[src/rtl/rv32i_lsu.sv]
// RV32I load/store unit: single-outstanding request/ack data port, byte-lane formatting, fault reporting.
// Define LSU_MISALIGN_TRAP_EN to fault misaligned halfword/word accesses at accept time.
module rv32i_lsu #(
  parameter int ACK_TIMEOUT = 255
) (
  input  logic        clk,
  input  logic        rst_n,
  input  logic        req_valid,
  output logic        req_ready,
  input  logic [3:0]  req_op,
  input  logic [31:0] req_addr,
  input  logic [31:0] req_wdata,
  input  logic [4:0]  req_rd,
  output logic        mem_req,
  output logic        mem_we,
  output logic [31:0] mem_addr,
  output logic [3:0]  mem_be,
  output logic [31:0] mem_wdata,
  input  logic        mem_ack,
  input  logic [31:0] mem_rdata,
  output logic        rsp_valid,
  output logic [31:0] rsp_rdata,
  output logic [4:0]  rsp_rd,
  output logic        rsp_fault
);

  localparam logic [3:0] MEM_LB   = 4'd0;
  localparam logic [3:0] MEM_LH   = 4'd1;
  localparam logic [3:0] MEM_LW   = 4'd2;
  localparam logic [3:0] MEM_LB_U = 4'd3;
  localparam logic [3:0] MEM_LH_U = 4'd4;
  localparam logic [3:0] MEM_SB   = 4'd5;
  localparam logic [3:0] MEM_SH   = 4'd6;
  localparam logic [3:0] MEM_SW   = 4'd7;

  // Counter holds at most ACK_TIMEOUT-1; one extra bit lets the increment be compared without wrap.
  localparam int          CW     = (ACK_TIMEOUT > 1) ? $clog2(ACK_TIMEOUT + 1) : 1;
  localparam logic [CW:0] TO_VAL = (CW+1)'(ACK_TIMEOUT);
  localparam bit          TO_EN  = (ACK_TIMEOUT != 0);

  typedef enum logic [1:0] {
    IDLE = 2'd0,
    REQ  = 2'd1,
    DONE = 2'd2
  } state_e;

  state_e        state_q, state_d;
  logic          req_ready_q, req_ready_d;
  logic          mem_req_q, mem_req_d;
  logic          mem_we_q, mem_we_d;
  logic [31:0]   mem_addr_q, mem_addr_d;
  logic [3:0]    mem_be_q, mem_be_d;
  logic [31:0]   mem_wdata_q, mem_wdata_d;
  logic          rsp_valid_q, rsp_valid_d;
  logic [31:0]   rsp_rdata_q, rsp_rdata_d;
  logic [4:0]    rsp_rd_q, rsp_rd_d;
  logic          rsp_fault_q, rsp_fault_d;
  logic [3:0]    op_q, op_d;
  logic [1:0]    off_q, off_d;
  logic [4:0]    rd_q, rd_d;
  logic [CW-1:0] cnt_q, cnt_d;
  logic [CW:0]   cnt_inc_s;
  logic          timeout_s;
  logic          fault_s;

  function automatic logic is_store(input logic [3:0] op);
    return (op == MEM_SB) || (op == MEM_SH) || (op == MEM_SW);
  endfunction

`ifdef LSU_MISALIGN_TRAP_EN
  function automatic logic misaligned(input logic [3:0] op, input logic [1:0] off);
    logic m;
    case (op)
      MEM_LH, MEM_LH_U, MEM_SH: m = off[0];
      MEM_LW, MEM_SW:           m = (off != 2'b00);
      default:                  m = 1'b0;
    endcase
    return m;
  endfunction
`endif

  // Halfword lanes follow addr[1] only, so an untrapped odd halfword lands on its containing lane.
  function automatic logic [3:0] store_be(input logic [3:0] op, input logic [1:0] off);
    logic [3:0] be;
    case (op)
      MEM_SB:  be = 4'b0001 << off;
      MEM_SH:  be = 4'b0011 << {off[1], 1'b0};
      MEM_SW:  be = 4'b1111;
      default: be = 4'b0000;
    endcase
    return be;
  endfunction

  function automatic logic [31:0] store_data(input logic [3:0] op, input logic [31:0] wdata);
    logic [31:0] d;
    case (op)
      MEM_SB:  d = {4{wdata[7:0]}};
      MEM_SH:  d = {2{wdata[15:0]}};
      MEM_SW:  d = wdata;
      default: d = 32'h0000_0000;
    endcase
    return d;
  endfunction

  function automatic logic [31:0] load_data(input logic [3:0] op, input logic [1:0] off,
                                            input logic [31:0] rdata);
    logic [7:0]  b;
    logic [15:0] h;
    logic [31:0] r;
    case (off)
      2'd0:    b = rdata[7:0];
      2'd1:    b = rdata[15:8];
      2'd2:    b = rdata[23:16];
      2'd3:    b = rdata[31:24];
      default: b = 8'h00;
    endcase
    h = off[1] ? rdata[31:16] : rdata[15:0];
    case (op)
      MEM_LB:   r = {{24{b[7]}}, b};
      MEM_LB_U: r = {24'h00_0000, b};
      MEM_LH:   r = {{16{h[15]}}, h};
      MEM_LH_U: r = {16'h0000, h};
      MEM_LW:   r = rdata;
      default:  r = 32'h0000_0000;
    endcase
    return r;
  endfunction

  // Next-state and next-output computation for the IDLE/REQ/DONE access FSM.
  always_comb begin
    state_d     = state_q;
    op_d        = op_q;
    off_d       = off_q;
    rd_d        = rd_q;
    cnt_d       = cnt_q;
    mem_req_d   = mem_req_q;
    mem_we_d    = mem_we_q;
    mem_addr_d  = mem_addr_q;
    mem_be_d    = mem_be_q;
    mem_wdata_d = mem_wdata_q;
    rsp_valid_d = 1'b0;
    rsp_rdata_d = 32'h0000_0000;
    rsp_rd_d    = 5'd0;
    rsp_fault_d = 1'b0;
    cnt_inc_s   = {1'b0, cnt_q} + (CW+1)'(1);
    timeout_s   = TO_EN && (cnt_inc_s == TO_VAL);
`ifdef LSU_MISALIGN_TRAP_EN
    fault_s     = (req_op > MEM_SW) || misaligned(req_op, req_addr[1:0]);
`else
    fault_s     = (req_op > MEM_SW);
`endif
    case (state_q)
      IDLE: begin
        if (req_valid) begin
          op_d  = req_op;
          off_d = req_addr[1:0];
          rd_d  = req_rd;
          if (fault_s) begin
            state_d     = DONE;
            rsp_valid_d = 1'b1;
            rsp_fault_d = 1'b1;
            rsp_rd_d    = req_rd;
          end else begin
            state_d     = REQ;
            cnt_d       = {CW{1'b0}};
            mem_req_d   = 1'b1;
            mem_we_d    = is_store(req_op);
            mem_addr_d  = {req_addr[31:2], 2'b00};
            mem_be_d    = store_be(req_op, req_addr[1:0]);
            mem_wdata_d = store_data(req_op, req_wdata);
          end
        end else begin
          state_d = IDLE;
        end
      end
      REQ: begin
        // An ack in the timeout cycle completes normally.
        if (mem_ack || timeout_s) begin
          state_d     = DONE;
          mem_req_d   = 1'b0;
          mem_we_d    = 1'b0;
          mem_addr_d  = 32'h0000_0000;
          mem_be_d    = 4'b0000;
          mem_wdata_d = 32'h0000_0000;
          rsp_valid_d = 1'b1;
          rsp_rd_d    = rd_q;
          if (mem_ack) begin
            rsp_rdata_d = load_data(op_q, off_q, mem_rdata);
          end else begin
            rsp_fault_d = 1'b1;
          end
        end else begin
          cnt_d = cnt_q + CW'(1);
        end
      end
      DONE: begin
        state_d = IDLE;
      end
      default: begin
        state_d     = IDLE;
        mem_req_d   = 1'b0;
        mem_we_d    = 1'b0;
        mem_addr_d  = 32'h0000_0000;
        mem_be_d    = 4'b0000;
        mem_wdata_d = 32'h0000_0000;
      end
    endcase
    req_ready_d = (state_d == IDLE);
  end

  // State and registered-output flops; reset aborts any in-flight access.
  always_ff @(posedge clk or negedge rst_n) begin
    if (!rst_n) begin
      state_q     <= IDLE;
      req_ready_q <= 1'b1;
      mem_req_q   <= 1'b0;
      mem_we_q    <= 1'b0;
      mem_addr_q  <= 32'h0000_0000;
      mem_be_q    <= 4'b0000;
      mem_wdata_q <= 32'h0000_0000;
      rsp_valid_q <= 1'b0;
      rsp_rdata_q <= 32'h0000_0000;
      rsp_rd_q    <= 5'd0;
      rsp_fault_q <= 1'b0;
      op_q        <= 4'd0;
      off_q       <= 2'd0;
      rd_q        <= 5'd0;
      cnt_q       <= {CW{1'b0}};
    end else begin
      state_q     <= state_d;
      req_ready_q <= req_ready_d;
      mem_req_q   <= mem_req_d;
      mem_we_q    <= mem_we_d;
      mem_addr_q  <= mem_addr_d;
      mem_be_q    <= mem_be_d;
      mem_wdata_q <= mem_wdata_d;
      rsp_valid_q <= rsp_valid_d;
      rsp_rdata_q <= rsp_rdata_d;
      rsp_rd_q    <= rsp_rd_d;
      rsp_fault_q <= rsp_fault_d;
      op_q        <= op_d;
      off_q       <= off_d;
      rd_q        <= rd_d;
      cnt_q       <= cnt_d;
    end
  end

  assign req_ready = req_ready_q;
  assign mem_req   = mem_req_q;
  assign mem_we    = mem_we_q;
  assign mem_addr  = mem_addr_q;
  assign mem_be    = mem_be_q;
  assign mem_wdata = mem_wdata_q;
  assign rsp_valid = rsp_valid_q;
  assign rsp_rdata = rsp_rdata_q;
  assign rsp_rd    = rsp_rd_q;
  assign rsp_fault = rsp_fault_q;

endmodule

[config.mk]
export PLATFORM = sky130hd
export DESIGN_NAME = rv32i_lsu
export DESIGN_NICKNAME = d
export VERILOG_FILES = /design/src/rtl/rv32i_lsu.sv
export SDC_FILE = /design/constraint.sdc
export NUM_CORES = 1
export LEC_CHECK = 0
export ABC_AREA = 1
export CAP_MARGIN = 20
export CORE_UTILIZATION = 47
export CTS_BUF_LIST = sky130_fd_sc_hd__clkbuf_8
export DETAILED_ROUTE_END_ITERATION = 8
export PLACE_DENSITY = 0.83
export SYNTH_ARGS = -nofsm -noshare
export SYNTH_HDL_FRONTEND = slang
export SYNTH_SLANG_ARGS = --single-unit
export TNS_END_PERCENT = 50
[constraint.sdc]
create_clock -name clk -period 2.4 [get_ports clk]
set_input_delay 0.6 -clock clk [delete_from_list [all_inputs] [get_ports clk]]
set_output_delay 0.6 -clock clk [all_outputs]
set_load 0.02 [all_outputs]
; Word-level counts from Yosys, hierarchy flattened
; Cells that the tools add are included.
[word_totals]
out_inout_bits = 110
memories = 0
wordCells = 94
latchBits = 0
ram_bits = 0
reg_bits = 131
romBits = 0
[op_classes]
reduce_logical = 11
n_lt_le_gt_ge = 1
n_addsub = 2
div = 0
n_bitwise = 1
muxes = 45
n_eq_ne = 17
mul = 0
n_shift = 2
[ops]
columns = operator, n
row1 = 32-bit one-hot mux with 3 select lines, 3
row2 = 32-bit two-way mux, 8
row3 = 32-bit one-hot mux with 5 select lines, 1
row4 = 8-bit one-hot mux with 4 select lines, 1
row5 = 8-bit two-way mux, 3
row6 = 4-bit one-hot mux with 3 select lines, 2
row7 = 4-bit by 3-bit equality test with 1-bit output (second input constant), 4
row8 = 16-bit two-way mux, 1
row9 = 8-bit one-hot mux with 2 select lines, 1
row10 = 5-bit two-way mux, 3
row11 = 4-bit two-way mux, 3
row12 = 1-bit two-way mux, 10
row13 = 5-bit one-hot mux with 2 select lines, 1
row14 = 8-bit by 1-bit adder with 9-bit output (second input constant), 1
row15 = 9-bit by 8-bit equality test with 1-bit output (second input constant), 1
row16 = 8-bit by 1-bit adder with 8-bit output (second input constant), 1
row17 = 4-bit by 2-bit equality test with 1-bit output (second input constant), 2
row18 = 2-bit != test (second input constant), 4
row19 = 4-bit AND reduction, 2
row20 = 2-bit equality test (second input constant), 3
row21 = 2-bit zero test, 3
row22 = 2-bit two-way mux, 3
row23 = 1-bit one-hot mux with 3 select lines, 2
row24 = 2-bit by 1-bit equality test with 1-bit output (second input constant), 2
row25 = other kinds (11), 14

; Longest topological paths before layout
; Gate-level depths: netlist of run 1.
[depth]
depth_word = 6
depth_mapped = 14
depth_no_buf = 12

; Worst setup path before layout of run 1
; OpenSTA, ideal clock, no wires.
[synth_path]
path_type = flip-flop to flip-flop
start = register cnt_q[0]
end = register mem_addr_q[11], in the netlist mem_addr[11]
stages_incl_launch_ff = 14
path_slack_ns = 0.575
arrival_ns = 1.708
required_time_ns = 2.283
cell_sequence = dfrtp_1 > ha_1 > nand3_1 > nand2_1 > nand2_1 > nand3_1 > nor2_1 > nand2_2 > nand2_4 > nand2_2 > buf_6 > buf_6 > nand2_1 > nand2_1
[synth_via]
elab_chain_cells = 5
[synth_lines]
columns = element, line_no
row1 = "start, declared", 61  ; logic [CW-1:0] cnt_q, cnt_d;
row2 = "start signal, assigned", 228  ; cnt_q <= {CW{1'b0}};
row3 = "start signal, assigned", 244  ; cnt_q <= cnt_d;
row4 = 8-bit by 1-bit adder with 9-bit output, 145  ; cnt_inc_s = {1'b0, cnt_q} + (CW+1)'(1);
row5 = 9-bit by 8-bit equality test with 1-bit output, 146  ; timeout_s = TO_EN && (cnt_inc_s == TO_VAL);
row6 = 1-bit logical OR, 178  ; if (mem_ack || timeout_s) begin
row7 = 2-bit != test (no source line), --
row8 = 4-bit AND reduction (no source line), --
row9 = "end signal, assigned", 234  ; mem_addr_q <= mem_addr_d;
row10 = "end, declared", 51  ; logic [31:0] mem_addr_q, mem_addr_d;
; Every way passes these cells.
; A chain may end at the register's enable or synchronous reset.

; Final worst setup path of run 1
[layout_path]
start = register req_ready_q, in the netlist req_ready
end = output port req_ready
[layout_lines]
columns = element, line_no
row1 = "start, declared", 48  ; logic req_ready_q, req_ready_d;
row2 = "start signal, assigned", 231  ; req_ready_q <= req_ready_d;
row3 = "end, declared", 9  ; output logic req_ready,
; No word-level cell between the ends.

==> results of run 1 <==
## sequential cells by signal, summed over array words and instances (netlist names)
signal,flops
rd_q,5
mem_req,1
rsp_valid,1
state_q,2
mem_we,1
op_q,4
off_q,2
rsp_rdata,32
mem_addr,30
cnt_q,8
mem_wdata,32
req_ready,1
rsp_rd,5
mem_be,4
rsp_fault,1
## worst register-to-register path, stage by stage (launching register included)
cell and delay [ns]:
dfrtp_1 0.44, ha_1 0.27, nand3_1 0.12, o21bai_1 0.14, nand2_1 0.09, nor2_1 0.18, nand2_2 0.13, nand2_4 0.19
nand2_2 0.10, buf_12 0.20, nand2_1 0.14, nand2_1 0.05
## power groups by stage
stage                     Clock [W]  Combinational [W]  Sequential, W
after detailed placement          0            0.00217        0.00268
after global placement            0            0.00214        0.00267
after floorplan                   0           0.000956        0.00289
final                       0.00197            0.00218        0.00265
after global routing        0.00210            0.00238        0.00268
after CTS                   0.00200            0.00218        0.00265
## per-stage QoR
step	cells	util [%]
6_report	1192	71.3
5_1_grt	1192	71.3
4_1_cts	1192	71.3
3_5_place_dp	1161	68.0
3_3_place_gp	1161	68.0
2_1_floorplan	796	-
## cell usage in the layout (no fill, tap or decap), types with 3 or more instances in the layout
master,count
nor2_1,37
a31oi_1,12
buf_4,17
inv_1,33
or2_2,8
nand2_2,4
o21ai_1,7
clkinvlp_4,4
nand4_1,10
o211ai_1,7
bufinv_16,3
nor3_2,3
nand2_1,293
nand3b_1,16
nand3_1,110
o21ai_0,19
dfrtp_1,128
a21oi_1,37
a41oi_1,4
clkdlybuf4s50_1,215
clkbuf_8,21
buf_12,7
## path summary, 6_finish.rpt
kind	slack (ns)	cells after the start	end	startpoint
worst max-delay path	0.20	1	req_ready	req_ready
worst min-delay path	0.11	2	cnt_q[5]	rst_n
worst max register to register	0.25	11	mem_addr[29]	cnt_q[0]
worst min register to register	0.47	2	mem_addr[26]	mem_addr[26]
max in group asynchronous	1.88	2	rsp_rdata[0]	rst_n
min in group clk	0.47	2	mem_addr[26]	mem_addr[26]
## synthesized netlist by cell type
library cell | n | area share [%]
clkbuf_1 | 20 | 1.2
o21ai_0 | 19 | 1.5
buf_1 | 3 | 0.18
nor2_1 | 37 | 2.2
o211ai_1 | 7 | 0.84
nor2_2 | 3 | 0.30
dfstp_2 | 1 | 0.42
o21ai_2 | 1 | 0.14
nand3b_1 | 16 | 1.9
a31oi_1 | 12 | 1.2
nand3_1 | 110 | 8.8
o21ai_1 | 7 | 0.56
nand2_4 | 1 | 0.18
a41oi_1 | 4 | 0.56
inv_1 | 32 | 1.9
nand2_2 | 4 | 0.40
nand2_1 | 293 | 17
buf_2 | 19 | 1.5
nand3_2 | 1 | 0.16
a21boi_1 | 1 | 0.12
dfrtp_1 | 128 | 51
buf_4 | 2 | 0.24
nand4_1 | 10 | 1.0
a22oi_1 | 1 | 0.12
or2_2 | 8 | 0.80
nand2b_1 | 1 | 0.10
inv_2 | 2 | 0.12
conb_1 | 1 | 0.060
nor3_1 | 2 | 0.16
buf_6 | 3 | 0.54
ha_1 | 2 | 0.40
o31ai_2 | 1 | 0.20
a32oi_1 | 2 | 0.28
o21bai_1 | 2 | 0.24
nor3_2 | 2 | 0.32
a21oi_1 | 37 | 2.9
## routing by layer
layer  track usage [%]  wire, um  up-vias
li1                  -         -     3036
met1              36.8      7790     2979
met2              42.5      8500      336
met3              6.06      1650       54
met4              12.3       637        0
met5                 0         0        -
## cell families (layout without fill, tap and decap cells)
family | after synthesis | after routing | share of synthesized area (%)
AOI/OAI and AO/OA | 94 | 94 | 8.70
adders and majority gates | 2 | 2 | 0.398
buffers and inverters | 81 | 305 | 5.69
DFF | 129 | 129 | 51.4
other | 1 | 2 | 0.0597
and+or+nand+nor | 488 | 488 | 33.8
## layout make-up
cell class,instances,area (um^2)
clock buffers,21,289
clock inverters,10,134
inverters,34,128
well taps,172,215
flip-flops and latches,129,3230
multi-input cells,586,2720
fillers,968,3680
repair buffers,240,2430
==> flow_metrics.env, run 1 <==
export IMPL_tns_ns=0
export IMPL_cts_num_sinks=129
export IMPL_grt_pass1_wl_um=30200
export IMPL_areaGrowthSynthToFinish_pct=45.5
export IMPL_clk_pin_slew_ns=0.08
export IMPL_hpwl_um=13200
export IMPL_drc_errors=0
export IMPL_synth_seq_cells=129
export IMPL_stdcell_area_um2=9150
export IMPL_period_needed_ns=2.20
export IMPL_post_route_period_util_pct=91.8
export IMPL_cts_htree_levels=4
export IMPL_switching_share_pct=34.1
export IMPL_grt_max_degree=84
export IMPL_internal_power_w=0.00448
export IMPL_dieHeight_um=118
export IMPL_overflow=0
export IMPL_wl_um=18600
export IMPL_status="completed"
export IMPL_drt_initial_drc_count=590
export IMPL_p_clk_share_pct=29.0
export IMPL_yosys_warnings=0
export IMPL_core_area_um2=12800
export IMPL_clockRootBuffer="clkbuf_8"
export IMPL_antenna_found_initial=0
export IMPL_port_buffers=216
export IMPL_place_gp_congestion=0.930
export IMPL_slew_violations=0
export IMPL_nNetsFinal=1119
export IMPL_holdCritPathClass="in2async"
export IMPL_ir_worst_vdd_v=0.000329
export IMPL_fmax_mhz=454
export IMPL_diodes=0
export IMPL_finClkSkew_ns=0.0121
export IMPL_cp_slowest_cell="clkdlybuf4s50_1"
export IMPL_vias=6405
export IMPL_fp_row_count=41
export IMPL_leakagePower_nw=4.25
export IMPL_ctsHoldBuffers=0
export IMPL_cp_required_ns=1.80
export IMPL_worst_path_largest_cell_delay_ns=0.63
export IMPL_hold_ws_ns=0.109
export IMPL_p_comb_share_pct=32.1
export IMPL_clockBufferDepth=2
export IMPL_drt_wirelength_per_cell_um=15.6
export IMPL_cp_cell_sequence="clkdlybuf4s50_1"
export IMPL_finalWorstSetupSlack_ns=0.197
export IMPL_final_hold_viol_count=0
export IMPL_gr_usage_all_layers_pct=27.4
export IMPL_end_kind="output pin"
export IMPL_firstDrtPassIters=5
export IMPL_yosysUniqueCellTypes=36
export IMPL_critPathKind="reg2out"
export IMPL_drive_gt1_share_pct=7.84
export IMPL_die_w_um=118
export IMPL_rsz0062_at_grt="no"
export IMPL_cp_buffers_inverters=1
export IMPL_slew_headroom_pct=55.3
export IMPL_crit_family="buffers and inverters"
export IMPL_cts_resized=0
export IMPL_ys_seq_area_share_pct=51.4
export IMPL_start_util_pct=49.0
export IMPL_cts_setup_buffers=0
export IMPL_ant_nets=0
export IMPL_post_drt_via_cell_ratio=5.37
export IMPL_ioPinCount=219
export IMPL_power_density_nw_per_um2=744
export IMPL_startpoint_type="register"
export IMPL_grt_pass1_vias=6001
export IMPL_syn_cell_area_um2=6290
export IMPL_cts_made_buffers=17
export IMPL_placed_area_um2=8720
export IMPL_finalSetupViolCount=0
export IMPL_place_ws_ns=0.148
export IMPL_die_area_um2=13800
export IMPL_cp_arrival_ns=1.60
export IMPL_worst_pin_slew_ns=0.670
export IMPL_synth_area_per_cell_um2=7.91
export IMPL_cap_violations=0
export IMPL_insertion_delay_ns=0.44
export IMPL_cp_max_fo=1
export IMPL_switching_power_w=0.00232
export IMPL_fin_total_pwr_w=0.00680
export IMPL_syn_inst=795
export IMPL_tritoncts="yes"
export IMPL_seq_power_share_pct=38.9
No activity file was read; power rests on OpenSTA's default activity.
==> run 2, diff against run 1 <==
CAP_MARGIN = 10   (was 20)
==> results of run 2 <==
Same layout as run 1: the final DEF is identical, and so are final timing and power.
==> run 3, diff against run 2 <==
CAP_MARGIN = not set   (was 10)
REMOVE_ABC_BUFFERS = 1   (was not set)
==> flow_metrics.env, run 3 (synthesis results as in run 1) <==
export IMPL_drc_errors=0
export IMPL_cp_max_fo=1
export IMPL_drive_gt1_share_pct=7.93
export IMPL_cts_num_sinks=129
export IMPL_status="completed"
export IMPL_antenna_found_initial=0
export IMPL_hold_ws_ns=0.470
export IMPL_dieHeight_um=118
export IMPL_cp_slowest_cell="clkdlybuf4s50_1"
export IMPL_core_area_um2=12800
export IMPL_cp_cell_sequence="clkdlybuf4s50_1"
export IMPL_drt_initial_drc_count=797
export IMPL_holdCritPathClass="reg2reg"
export IMPL_cts_made_buffers=17
export IMPL_critPathKind="reg2out"
export IMPL_cp_required_ns=1.80
export IMPL_worst_pin_slew_ns=0.657
export IMPL_multi_input_area_um2=2720
export IMPL_seq_area_um2=3230
export IMPL_areaGrowthSynthToFinish_pct=45.2
export IMPL_diodes=0
export IMPL_grt_max_degree=52
export IMPL_wl_um=18100
export IMPL_wl_met1_um=7550
export IMPL_drt_wirelength_per_cell_um=15.2
export IMPL_fmax_mhz=458
export IMPL_place_ws_ns=0.0920
export IMPL_finalWorstSetupSlack_ns=0.218
export IMPL_cts_resized=0
export IMPL_clockBufferDepth=2
export IMPL_rsz0062_at_grt="no"
export IMPL_tritoncts="yes"
export IMPL_power_density_nw_per_um2=751
export IMPL_die_w_um=118
export IMPL_nNetsFinal=1121
export IMPL_ioPinCount=219
export IMPL_hpwl_um=12500
export IMPL_r2r_cells=11
export IMPL_layout_common_cells="nand2_1, clkdlybuf4s50_1, dfrtp_1"
export IMPL_clk_pin_slew_ns=0.07
export IMPL_highest_layer="met4"
export IMPL_vias=6353
export IMPL_post_route_period_util_pct=90.9
export IMPL_placed_area_um2=8680
export IMPL_clockRootBuffer="clkbuf_8"
export IMPL_finalSetupViolCount=0
export IMPL_ir_worst_vdd_v=0.000448
export IMPL_fp_row_count=41
export IMPL_grt_pass1_wl_um=29600
export IMPL_hp_start="mem_be[2]"
export IMPL_place_gp_congestion=0.886
export IMPL_wl_met3_um=1430
export IMPL_crit_family="buffers and inverters"
export IMPL_wl_met2_um=8430
export IMPL_finClkSkew_ns=0.00873
export IMPL_post_drt_via_cell_ratio=5.32
export IMPL_slew_violations=0
export IMPL_worst_path_largest_cell_delay_ns=0.60
export IMPL_die_area_um2=13800
export IMPL_cap_violations=0
export IMPL_start_util_pct=49.0
export IMPL_cts_htree_levels=4
export IMPL_rr_startpoint="cnt_q[0]"
export IMPL_leakagePower_nw=4.25
export IMPL_period_needed_ns=2.18
export IMPL_rr_endpoint="mem_addr[25]"
export IMPL_ff2ff_setup_slack_ns=0.31
export IMPL_cp_buffers_inverters=1
export IMPL_end_kind="output pin"
export IMPL_insertion_delay_ns=0.46
export IMPL_grt_pass1_vias=5940
export IMPL_nFillCells=1002
export IMPL_stdcell_area_um2=9130
export IMPL_overflow=0
export IMPL_slew_headroom_pct=56.2
export IMPL_firstDrtPassIters=5
export IMPL_final_hold_viol_count=0
export IMPL_min_to="mem_be[2]"
export IMPL_startpoint_type="register"
export IMPL_gr_usage_all_layers_pct=27.1
export IMPL_whs_path_depth=2
export IMPL_layout_commonest_cell="nand2_1"
export IMPL_ant_nets=0
export IMPL_port_buffers=216
export IMPL_cp_arrival_ns=1.58
-- run 3: cell type report --
type                            instances  share of cell area (%)
Clock inverter                         11                    1.77
Multi-Input combinational cell        586                    29.8
Inverter                               34                    1.40
Sequential cell                       129                    35.4
Timing Repair Buffer                  242                    26.2
Clock buffer                           20                    3.02
Tap cell                              172                    2.36
-- run 3: how the worst max path moves through the flow --
stage / start / slack (ns) / end / cells after the start
after floorplan: req_valid / -0.85 / mem_req / 5
after global placement: mem_rdata[31] / 0.16 / rsp_rdata[31] / 6
after detailed placement: req_op[3] / 0.09 / mem_wdata[21] / 10
after CTS: req_ready / 0.19 / req_ready / 1
after global routing: cnt_q[0] / 0.06 / mem_addr[25] / 11
final: req_ready / 0.22 / req_ready / 1
-- run 3: worst register-to-register path: cells and delay by family (launching register included) --
| kind | cells | cell delay [ns] |
|---|---|---|
| simple gates | 8 | 0.91 |
| compound gates | 1 | 0.14 |
| fa+ha+maj | 1 | 0.27 |
| flops | 1 | 0.44 |
| buf+inv | 1 | 0.24 |
-- run 3: through the flow --
stage	util, %	TNS (ns)	total power [W]	cells
after floorplan	-	-72.42	0.00376	749
after global placement	67.7	0	0.00479	1162
after detailed placement	67.7	0	0.00482	1162
after CTS	71.2	0	0.00688	1194
after global routing	71.2	0	0.00720	1194
final	71.2	0	0.00685	1194
-- run 3: metal layers --
metal	up-vias	global-route usage, %
li1	3045	-
met3	60	6.25
met4	0	14.4
met1	2945	34.6
met2	303	42.8
met5	-	0
-- run 3: where the power goes --
group          internal, W  switching (W)  total [W]
sequential         0.00245       0.000186    0.00264
combinational     0.000892        0.00128    0.00217
clock              0.00120       0.000848    0.00205
-- run 3: what timing repair did --
item	4_1_cts	5_1_grt
hold endpoints to repair	10	0
hold buffers	1	0
setup endpoints to repair	0	0
buffers inserted	0	0
